## src/rtl/mips_multicycle_controller.sv

```systemverilog
// Main control FSM for the multicycle MIPS datapath: sequences fetch/decode/execute
// per opcode, stalls on memory ready, and traps on illegal opcodes or memory timeouts.
module mips_multicycle_controller #(
  parameter int WAIT_LIMIT = 16
) (
  input  logic       clk,
  input  logic       reset_n,
  input  logic [5:0] op,
  input  logic       mem_ready,
  output logic       iord,
  output logic       memwrite,
  output logic       irwrite,
  output logic       pcwrite,
  output logic       branch,
  output logic [1:0] pcsrc,
  output logic       alusrca,
  output logic [1:0] alusrcb,
  output logic [1:0] aluop,
  output logic       regdst,
  output logic       memtoreg,
  output logic       regwrite,
  output logic       instr_done,
  output logic [3:0] state,
  output logic       trap,
  output logic [1:0] trap_cause
);

  localparam int WW = (WAIT_LIMIT > 1) ? $clog2(WAIT_LIMIT) : 1;
  localparam logic [WW-1:0] WAIT_LAST = WW'(WAIT_LIMIT - 1);

  localparam logic [3:0] S_FETCH    = 4'd0;
  localparam logic [3:0] S_DECODE   = 4'd1;
  localparam logic [3:0] S_MEMADR   = 4'd2;
  localparam logic [3:0] S_MEMRD    = 4'd3;
  localparam logic [3:0] S_MEMWB    = 4'd4;
  localparam logic [3:0] S_MEMWR    = 4'd5;
  localparam logic [3:0] S_EXECUTE  = 4'd6;
  localparam logic [3:0] S_ALUWB    = 4'd7;
  localparam logic [3:0] S_BRANCH   = 4'd8;
  localparam logic [3:0] S_ADDIEXEC = 4'd9;
  localparam logic [3:0] S_ADDIWB   = 4'd10;
  localparam logic [3:0] S_JUMP     = 4'd11;
  localparam logic [3:0] S_TRAP     = 4'd15;

  localparam logic [5:0] OP_RTYPE = 6'b000000;
  localparam logic [5:0] OP_LW    = 6'b100011;
  localparam logic [5:0] OP_SW    = 6'b101011;
  localparam logic [5:0] OP_BEQ   = 6'b000100;
  localparam logic [5:0] OP_ADDI  = 6'b001000;
  localparam logic [5:0] OP_J     = 6'b000010;

  localparam logic [1:0] CAUSE_NONE    = 2'b00;
  localparam logic [1:0] CAUSE_ILLEGAL = 2'b01;
  localparam logic [1:0] CAUSE_TIMEOUT = 2'b10;

  logic [3:0]    state_q, state_d;
  logic [WW-1:0] wait_q, wait_d;
  logic [1:0]    cause_q, cause_d;
  logic          mem_wait_state;

  always_ff @(posedge clk) begin
    if (!reset_n) begin
      state_q <= S_FETCH;
      wait_q  <= '0;
      cause_q <= CAUSE_NONE;
    end else begin
      state_q <= state_d;
      wait_q  <= wait_d;
      cause_q <= cause_d;
    end
  end

  assign mem_wait_state = (state_q == S_FETCH) || (state_q == S_MEMRD) || (state_q == S_MEMWR);

  always_comb begin
    state_d = state_q;
    wait_d  = '0;
    cause_d = cause_q;
    case (state_q)
      S_FETCH:  if (mem_ready) state_d = S_DECODE;
      S_DECODE: begin
        case (op)
          OP_LW, OP_SW: state_d = S_MEMADR;
          OP_RTYPE:     state_d = S_EXECUTE;
          OP_BEQ:       state_d = S_BRANCH;
          OP_ADDI:      state_d = S_ADDIEXEC;
          OP_J:         state_d = S_JUMP;
          default: begin
            state_d = S_TRAP;
            cause_d = CAUSE_ILLEGAL;
          end
        endcase
      end
      S_MEMADR:   state_d = (op == OP_SW) ? S_MEMWR : S_MEMRD;
      S_MEMRD:    if (mem_ready) state_d = S_MEMWB;
      S_MEMWR:    if (mem_ready) state_d = S_FETCH;
      S_EXECUTE:  state_d = S_ALUWB;
      S_ADDIEXEC: state_d = S_ADDIWB;
      S_MEMWB, S_ALUWB, S_ADDIWB, S_BRANCH, S_JUMP: state_d = S_FETCH;
      S_TRAP:     state_d = S_TRAP;
      default: begin
        state_d = S_TRAP;
        cause_d = CAUSE_ILLEGAL;
      end
    endcase
    // Counter only survives while parked in a memory wait; ready on the last cycle still wins.
    if (mem_wait_state && !mem_ready) begin
      if (wait_q == WAIT_LAST) begin
        state_d = S_TRAP;
        cause_d = CAUSE_TIMEOUT;
      end else begin
        wait_d = wait_q + WW'(1);
      end
    end
  end

  logic [3:0] dec_state;

  always_comb begin
    dec_state  = reset_n ? state_q : S_FETCH;
    iord       = 1'b0;
    memwrite   = 1'b0;
    irwrite    = 1'b0;
    pcwrite    = 1'b0;
    branch     = 1'b0;
    pcsrc      = 2'b00;
    alusrca    = 1'b0;
    alusrcb    = 2'b00;
    aluop      = 2'b00;
    regdst     = 1'b0;
    memtoreg   = 1'b0;
    regwrite   = 1'b0;
    instr_done = 1'b0;
    case (dec_state)
      S_FETCH: begin
        alusrcb = 2'b01;
        irwrite = mem_ready;
        pcwrite = mem_ready;
      end
      S_DECODE: alusrcb = 2'b11;
      S_MEMADR, S_ADDIEXEC: begin
        alusrca = 1'b1;
        alusrcb = 2'b10;
      end
      S_MEMRD: iord = 1'b1;
      S_MEMWR: begin
        iord       = 1'b1;
        memwrite   = 1'b1;
        instr_done = mem_ready;
      end
      S_MEMWB: begin
        memtoreg   = 1'b1;
        regwrite   = 1'b1;
        instr_done = 1'b1;
      end
      S_ALUWB: begin
        regdst     = 1'b1;
        regwrite   = 1'b1;
        instr_done = 1'b1;
      end
      S_ADDIWB: begin
        regwrite   = 1'b1;
        instr_done = 1'b1;
      end
      S_EXECUTE: begin
        alusrca = 1'b1;
        aluop   = 2'b10;
      end
      S_BRANCH: begin
        alusrca    = 1'b1;
        aluop      = 2'b01;
        pcsrc      = 2'b01;
        branch     = 1'b1;
        instr_done = 1'b1;
      end
      S_JUMP: begin
        pcsrc      = 2'b10;
        pcwrite    = 1'b1;
        instr_done = 1'b1;
      end
      default: ;
    endcase
    if (!reset_n) begin
      memwrite   = 1'b0;
      irwrite    = 1'b0;
      pcwrite    = 1'b0;
      branch     = 1'b0;
      regwrite   = 1'b0;
      instr_done = 1'b0;
    end
  end

  assign state      = state_q;
  assign trap       = (state_q == S_TRAP);
  assign trap_cause = cause_q;

endmodule

```

## config.mk

```make
export PLATFORM = sky130hd
export DESIGN_NAME = mips_multicycle_controller
export DESIGN_NICKNAME = d
export VERILOG_FILES = /design/src/rtl/mips_multicycle_controller.sv
export SDC_FILE = /design/constraint.sdc
export NUM_CORES = 1
export LEC_CHECK = 0
export CORE_AREA = 5 5 55 57
export CTS_CLUSTER_DIAMETER = 80
export DETAILED_ROUTE_END_ITERATION = 8
export DIE_AREA = 0 0 60 62
export GPL_ROUTABILITY_DRIVEN = 1
export PLACE_DENSITY = 0.67
export SYNTH_ARGS = -nofsm -noshare
export SYNTH_HDL_FRONTEND = slang
export SYNTH_SLANG_ARGS = --single-unit
```

## constraint.sdc

```tcl
create_clock -name clk -period 2.05 [get_ports clk]
set_input_delay 0.5125 -clock clk [delete_from_list [all_inputs] [get_ports clk]]
set_output_delay 0.5125 -clock clk [all_outputs]
set_load 0.05 [all_outputs]
```

==> impl_results.md, run 1 <==
* Clock network power share at 8.8%
* Normalized max-slew margin at 66.7%
* Initial antenna violation count at 0
* Vias in the first global route at 1116
* Final Hold Vio Count at 0
* Min cycle time layout at 2040 ps
* Vias per cell at 5.53
* Global Route Usage Sum at 17.3%
* Final ANT Viol Nets at 0
* CP arrival at 1530 ps
* Max-slew violations at 0
* Clock latency on the worst-skew pair at 280 ps
* CP max FO at 5
* Synth Flop Type: dfxtp_1
* Asr flop ratio synth at 0%
* Post-route cell area at 0.00174 mm^2
* Hold Worst Slack at 447 ps
* Final Util at 71.6%
* Ports at 32
* Ys Warns at 0
* Core area at 0.00243 mm^2
* Post-route clock period utilization at 99.4%
* Longest Clk Path Bufs at 2
* Sequential area share after synthesis at 22.8%
* Sw frac at 49.3%
* Largest cells by area after synthesis: dfxtp_1 (23%), nor2_1 (6.8%), xor2_1 (4.0%)
* Die area at 0.00372 mm^2
* Pwr dens at 1260 mW/mm^2
* Iter 0 DRT Violations at 33
* WL per Instance at 14.8 um
* Area growth syn-to-layout at 98.0%
* Post-Route WL at 3.03 mm
* Reg power frac at 15.8%
* First-pass GRT wire length at 4.83 mm
* Setup Crit Path Kind: in -> out
* # diodes at 0
* # setup viols final at 0
* Comb pwr share at 75.4%
* Peak Freq at 491 MHz
* Cells after Synth at 119
* Via count at 1128
* Commonest non-fill, non-tap cell in the layout: buf_4
* Port Buffers at 31
* #FFs+latches synth at 10
* Setup skew after layout at 1.93 ps
* Initial Utilization at 36.2%
* RSZ-0062 raised after global routing: true
* Net count after synthesis at 129
* DRC viols at 0
* Post-synth EDFFs at 0
* Netlist cell types at 41
* Htree depth at 1
* Slew of the pin with the lowest slew margin at 498 ps
* Slowest stage delay, CP at 330 ps
* CTS tree: yes
* Sink Count at 10
* Worst path cell trace: clkdlybuf4s15_2 -> inv_1 -> buf_4 -> a2111oi_4 -> buf_12
* CP max stage cell: a2111oi_4
* Die Height at 62 um
* Worst Slack Setup Final at 11.3 ps
* Peak supply drop at 856 uV
* TritonRoute pass-1 iters at 4
* CTS Hold Buffers Added at 0
* Synth area leader: dfxtp_1
* Critical Path RT at 1540 ps
* Setup TNS at 0 ps
* CP endpoint kind: primary output
* P_sw at 0.00108 W
* TritonCTS Buffers at 3
* Total of max-cap violations at 0
* Top cell type's share of synthesized area at 22.8%
* Worst Hold Class: reg -> reg
* GRT Residual Overflow at 0
* Commonest non-fill, non-tap cells in the layout: buf_4 (32), buf_12 (18), nor2_1 (8)
* Worst Setup Start Kind: input pin
* Clock Root Buffer: clkbuf_4
* DP Wirelength at 2.16 mm
* Core Rows at 18
* Mean Syn Cell Area at 7.39 um^2
* Largest net degree at the start of global routing at 15
* Chip Width at 60 um
* Post-DP Area at 0.00158 mm^2
* Post-synthesis cell area at 880 um^2
* Pre-CTS WS at -279 ps
* Pint at 0.00111 W
* Static Leak at 0.715 nW
* Register-to-register setup slack at 310 ps
* GPL Wtd Cong at 0.798
* Clock transition at the registers of the reported paths at 80 ps
* Outcome: completed
* Final net count at 185
* Share of cells above drive strength 1 at 53.4%
[critical path, delay by kind of cell]
kind            cells  cell delay [ps]
buf+inv             4              670
compound gates      1              330
[power by group through the flow]
stage | combinational, W | sequential [W] | clock [W]
2_1_floorplan | 0.000828 | 0.000446 | 0
3_3_place_gp | 0.00138 | 0.000378 | 0
3_5_place_dp | 0.00140 | 0.000383 | 0
4_1_cts | 0.00156 | 0.000343 | 0.000191
5_1_grt | 0.00175 | 0.000356 | 0.000207
6_report | 0.00165 | 0.000345 | 0.000192
[cell families after synthesis]
group,after synthesis,synth area share [%]
adder cells (fa/ha/maj),1,1.42
XOR/XNOR,5,4.98
flip-flops,10,22.8
multiplexers,1,1.28
buffers and inverters,12,5.97
AO/OA/AOI/OAI,29,24.0
AND/OR/NAND/NOR,61,39.5
[flip-flops by register name, summed over array words and instances, names as in the netlist]
name and flops:
state 4, trap_cause 2, wait_q 4
[synth_stat cells (4+ instances only)]
cell type and number:
nand2b_1 5, nand2_1 7, o21a_1 4, clkbuf_1 7
a21oi_1 4, nor2_1 16, xor2_1 4, dfxtp_1 10
nand3_1 4, nor3_1 6, o21ai_0 6
[cell type report]
type,count,area (um^2)
flip-flops and latches,10,215
clock buffers,4,36.3
inverters,3,11.3
fillers,185,691
multi-input cells,97,746
well taps,30,37.5
repair buffers,60,696
[final timing paths]
check	to	from	depth (start not counted)
setup / recovery	instr_done	reset_n	5
hold / removal	wait_q[0]	wait_q[0]	1
setup reg to reg	wait_q[1]	state[2]	5
hold reg to reg	wait_q[0]	wait_q[0]	1
[layer usage]
metal  global-route usage, %  vias up  part of all wire [%]
met2                    32.6       63                    50
met5                       0        -                     0
met1                    18.3      500                    38
li1                        -      553                     -
met4                    9.18        0                   3.4
met3                    2.89       12                   8.1
[what timing repair did]
action	CTS	global route
pin swaps	4	2
buffers inserted	8	1
resized for setup	12	8
setup endpoints to repair	15	11
hold endpoints to repair	0	0
[stage by stage]
step | instances | power, W
after global placement | 191 | 0.00176
final | 204 | 0.00219
after CTS | 203 | 0.00210
after global routing | 204 | 0.00231
after detailed placement | 191 | 0.00178
after floorplan | 119 | 0.00127
(Power assumes the default switching activity.)
==> run 2, diff against run 1 <==
Settings changed: CORE_AREA 5 5 55 57 to 5 5 53 55, DIE_AREA 0 0 60 62 to 0 0 58 60, PLACE_DENSITY 0.67 to 0.71.
Clock period 2.05 ns to 1.9 ns, I/O delays scaled along.
==> run 2 against run 1 <==
The run now ends with negative setup slack left. Sequential share of layout area decreased by 1.7 points. Critical path depth decreased by 1. Count of clock-buffer cells in the layout unchanged. First-iteration DRC count increased by 48%. Hold slack improved by 9.9 ps. Sequential power increased by 11%. Clock skew increased by 1.1 ps. Total power increased by 31%. Largest power group unchanged. Highest routed layer unchanged.
==> impl_results.md, run 2 (synthesized netlist as in run 1, its figures left out) <==
* Final Util at 85.9%
* # diodes at 0
* Number of cells on the worst reg-to-reg path at 6
* Area growth syn-to-layout at 129%
* Min cycle time layout at 2010 ps
* Chip Width at 58 um
* Outcome: complete, but fails checks
* CP endpoint kind: primary output
* Post-route clock period utilization at 106%
* RSZ-0062 raised after global routing: true
* Vias per cell at 5.75
* Post-DP Area at 0.00163 mm^2
* Normalized max-slew margin at 79.0%
* Initial antenna violation count at 0
* Ports at 32
* Htree depth at 1
* Violated checks: negative setup slack
* Longest Clk Path Bufs at 2
* Static Leak at 0.835 nW
* Worst Setup Start Kind: input pin
* Hold Worst Slack at 457 ps
* Final ANT Viol Nets at 0
* Reg power frac at 13.4%
* Slew of the pin with the lowest slew margin at 316 ps
* Share of cells above drive strength 1 at 64.0%
* Pint at 0.00146 W
* Commonest non-fill, non-tap cell in the layout: buf_4
* Final net count at 197
* DRC viols at 0
* Total of max-cap violations at 0
* GRT Residual Overflow at 0
* Sink Count at 10
* Final Hold Vio Count at 0
* Via count at 1241
* Worst Hold Class: reg -> reg
* DP Wirelength at 2.48 mm
* TritonRoute pass-1 iters at 4
* Vias in the first global route at 1243
* Slowest stage delay, CP at 420 ps
* Worst path cell trace: dlygate4sd2_1 -> inv_1 -> a2111oi_4 -> buf_12
* CP max FO at 4
* Power Total at 0.00286 W
* Max-slew violations at 0
* Comb pwr share at 79.5%
* Global Route Usage Sum at 22.1%
* CTS tree: yes
* Initial Utilization at 37.6%
* Clock transition at the registers of the reported paths at 70 ps
* P_sw at 0.00140 W
* Pre-CTS WS at -331 ps
* Peak Freq at 498 MHz
* Peak supply drop at 1110 uV
* Port Buffers at 31
* Clock Root Buffer: clkbuf_4
* Largest net degree at the start of global routing at 17
* WL per Instance at 18.7 um
* Clock network power share at 7.1%
* Sw frac at 49.0%
* Iter 0 DRT Violations at 49
* Post-route cell area at 0.00201 mm^2
* Pwr dens at 1420 mW/mm^2
* Clock latency on the worst-skew pair at 280 ps
* Post-Route WL at 4.03 mm
* Setup skew after layout at 3.06 ps
* CP arrival at 1530 ps
* TritonCTS Buffers at 3
* Worst Slack Setup Final at -109 ps
* # setup viols final at 7
* GPL Wtd Cong at 0.870
* Die area at 0.00348 mm^2
* Core Rows at 18
* Hold-critical path depth at 1
* Fill cell count at 121
* Core area at 0.00234 mm^2
* CP max stage cell: a2111oi_4
* Critical Path RT at 1420 ps
* Commonest non-fill, non-tap cells in the layout: buf_4 (42), buf_12 (20), nor2_4 (7)
* Die Height at 60 um
* Setup Crit Path Kind: in -> out
* First-pass GRT wire length at 5.90 mm
run 2: through the flow:
step | TNS, ps | std cells
finish | -414 | 216
global route | -718 | 216
CTS | -215 | 210
detailed placement | -5080 | 194
global placement | -4580 | 194
floorplan | -401 | 119
run 2: what timing repair did:
item                       in CTS  in global routing
hold buffers                    0                  0
pin swaps                       6                 15
setup endpoints to repair      17                 17
resized for setup              22                 30
buffers inserted               12                  6
run 2: final cells by class:
class	count	area [um^2]	area share, %
multi-input combinational	97	886	44.0
timing repair buffer	72	826	41.0
sequential	10	215	10.7
tap	30	37.5	1.87
clock buffer	4	36.3	1.80
inverter	3	11.3	0.560
run 2: final timing paths:
path / startpoint / slack [ps] / to
worst max-delay path: mem_ready / -110 / instr_done
worst min-delay path: wait_q[0] / 460 / wait_q[0]
worst max register to register: state[0] / 100 / wait_q[3]
worst min register to register: wait_q[0] / 460 / wait_q[0]
run 2: power groups by stage:
| stage | clock network, W | registers, W | logic [W] |
|---|---|---|---|
| floorplan | 0 | 0.000487 | 0.000962 |
| global placement | 0 | 0.000424 | 0.00155 |
| detailed placement | 0 | 0.000432 | 0.00159 |
| CTS | 0.000206 | 0.000362 | 0.00195 |
| global route | 0.000217 | 0.000389 | 0.00237 |
| finish | 0.000203 | 0.000384 | 0.00227 |
run 2: metal layers:
| metal | vias to the layer above | wire (um) | global-route usage [%] |
|---|---|---|---|
| li1 | 575 | - | - |
| met1 | 585 | 1620 | 24.5 |
| met2 | 69 | 2040 | 42.1 |
| met3 | 12 | 257 | 3.46 |
| met4 | 0 | 112 | 8.28 |
| met5 | - | 0 | 0 |
run 2: critical path, delay by kind of cell:
kind,cells,cell delay (ps)
buffers and inverters,3,640
AO/OA/AOI/OAI,1,420
==> edit (settings of run 1) <==
`WAIT_LIMIT`: 16 -> 8.
--- a/src/rtl/mips_multicycle_controller.sv
+++ b/src/rtl/mips_multicycle_controller.sv
@@ -2,5 +2,5 @@
 // per opcode, stalls on memory ready, and traps on illegal opcodes or memory timeouts.
 module mips_multicycle_controller #(
-  parameter int WAIT_LIMIT = 16
+  parameter int WAIT_LIMIT = 8
 ) (
   input  logic       clk,
Check against the original RTL: not equivalent (Yosys sat finds a counterexample within 10 cycles, from zero or initial values and one cycle with reset_n low).
==> edit against run 1 <==
Routed wire length up 4.7%; final cell count up 3.4%; worst setup slack better by 0.027 ns; largest cell class unchanged; area after synthesis down 1.6%; combinational power up 4%; worst hold slack worse by 0.021 ns; sequential cell count down 1; power up 0.80%; design area up 2.2%.
==> edit: results (changes against run 1) <==
stage,metric,value,unit,change
detailed_routing,routed_wl,3.17,mm,+4.7%
detailed_routing,vias_per_cell,5.54,,+0.11%
worst_setup_path,r2r-end,state[1]$_SDFF_PN0_,,
synth,synthesis.nets,131,,+1.6%
placement,placed_area,1610,sq um,+2.1%
global_route,grt_pass1_vias,1090,,-2.3%
pwr,ir_drop,0.000929,V,+8.6%
finish,nFillCells,166,,-10%
worst_setup_path,path_class,in2reg,,
finish,final_cell_area,1780,sq um,+2.2%
clock_network,clkLatencyLatePin,0.26,ns,-0.02 ns
worst_setup_path,r2r_cells,6,,+1
worst_setup_path,critical_path.max_stage_delay,0.53,ns,+0.20 ns
timing,fin_crit_sh,98.1,%,-1.3 points
global_route,gr-usage-all-layers,17.3,%,+0.065 points
detailed_routing,drtIter0Drc,30,,-9.1%
outcome,status,completed,,
global_route,grt_pass1_wl,4.91,mm,+1.6%
worst_setup_path,slowest_stage,clkdlybuf4s50_1,,
synth,synth_adder_area_share,2.89,%,+1.5 points
finish,nets,193,,+4.3%
worst_setup_path,reg2reg_slack,0.34,ns,+0.03 ns
global_route,grt_max_degree,19,,+4
synth,yosys.area_share.xor_xnor,3.03,%,-1.9 points
synth,synthTopCellsByArea,"dfxtp_1 21%, nor2_1 6.5%, a21oi_1 4.6%",,
worst_setup_path,worstReg2RegStart,wait_q[0]$_SDFF_PP0_,,
pwr,p_leak,0.755,nW,+5.6%
placement,post-place-ws,-0.252,ns,+0.0270 ns
timing,holdWs,0.426,ns,-0.0214 ns
timing,tightest_slew,0.498,ns,+0.0000735 ns
synth,muxShareOfSynthArea,1.30,%,+0.020 points
pwr,pg_seq,344,uW,about the same
placement,dp_hpwl,2.32,mm,+7.2%
detailed_routing,wl_per_cell,15.0,um,+1.2%
synth,yosysSeqAreaShare,20.8,%,-2.0 points
pwr,swShare,50.6,%,+1.3 points
worst_setup_path,cp.arrival,2.16,ns,+0.63 ns
==> edit: cell type report <==
class,instances,area share [%]
Sequential cell,9,11.0
Multi-Input combinational cell,98,42.7
Tap cell,30,2.11
Clock buffer,4,1.48
Inverter,3,0.843
Timing Repair Buffer,67,42.0
==> edit: cell families after synthesis <==
logic type	count (synthesis)
AND/OR/NAND/NOR	62
flip-flops	9
multiplexers	1
buffers and inverters	13
XOR/XNOR	3
AO/OA/AOI/OAI	30
adder cells (fa/ha/maj)	2
==> edit: what timing repair did <==
item	CTS	global route
hold buffers	0	0
hold endpoints to repair	0	0
endpoints found under the setup margin	15	8
buffers inserted	10	4
pin swaps	3	3
gates resized for setup	10	6
==> edit: per-layer routing <==
metal | global-route usage [%] | share of wire (%)
met1 | 20.4 | 42
met2 | 31.9 | 50
met3 | 1.86 | 5.4
met4 | 6.96 | 2.3
met5 | 0 | 0
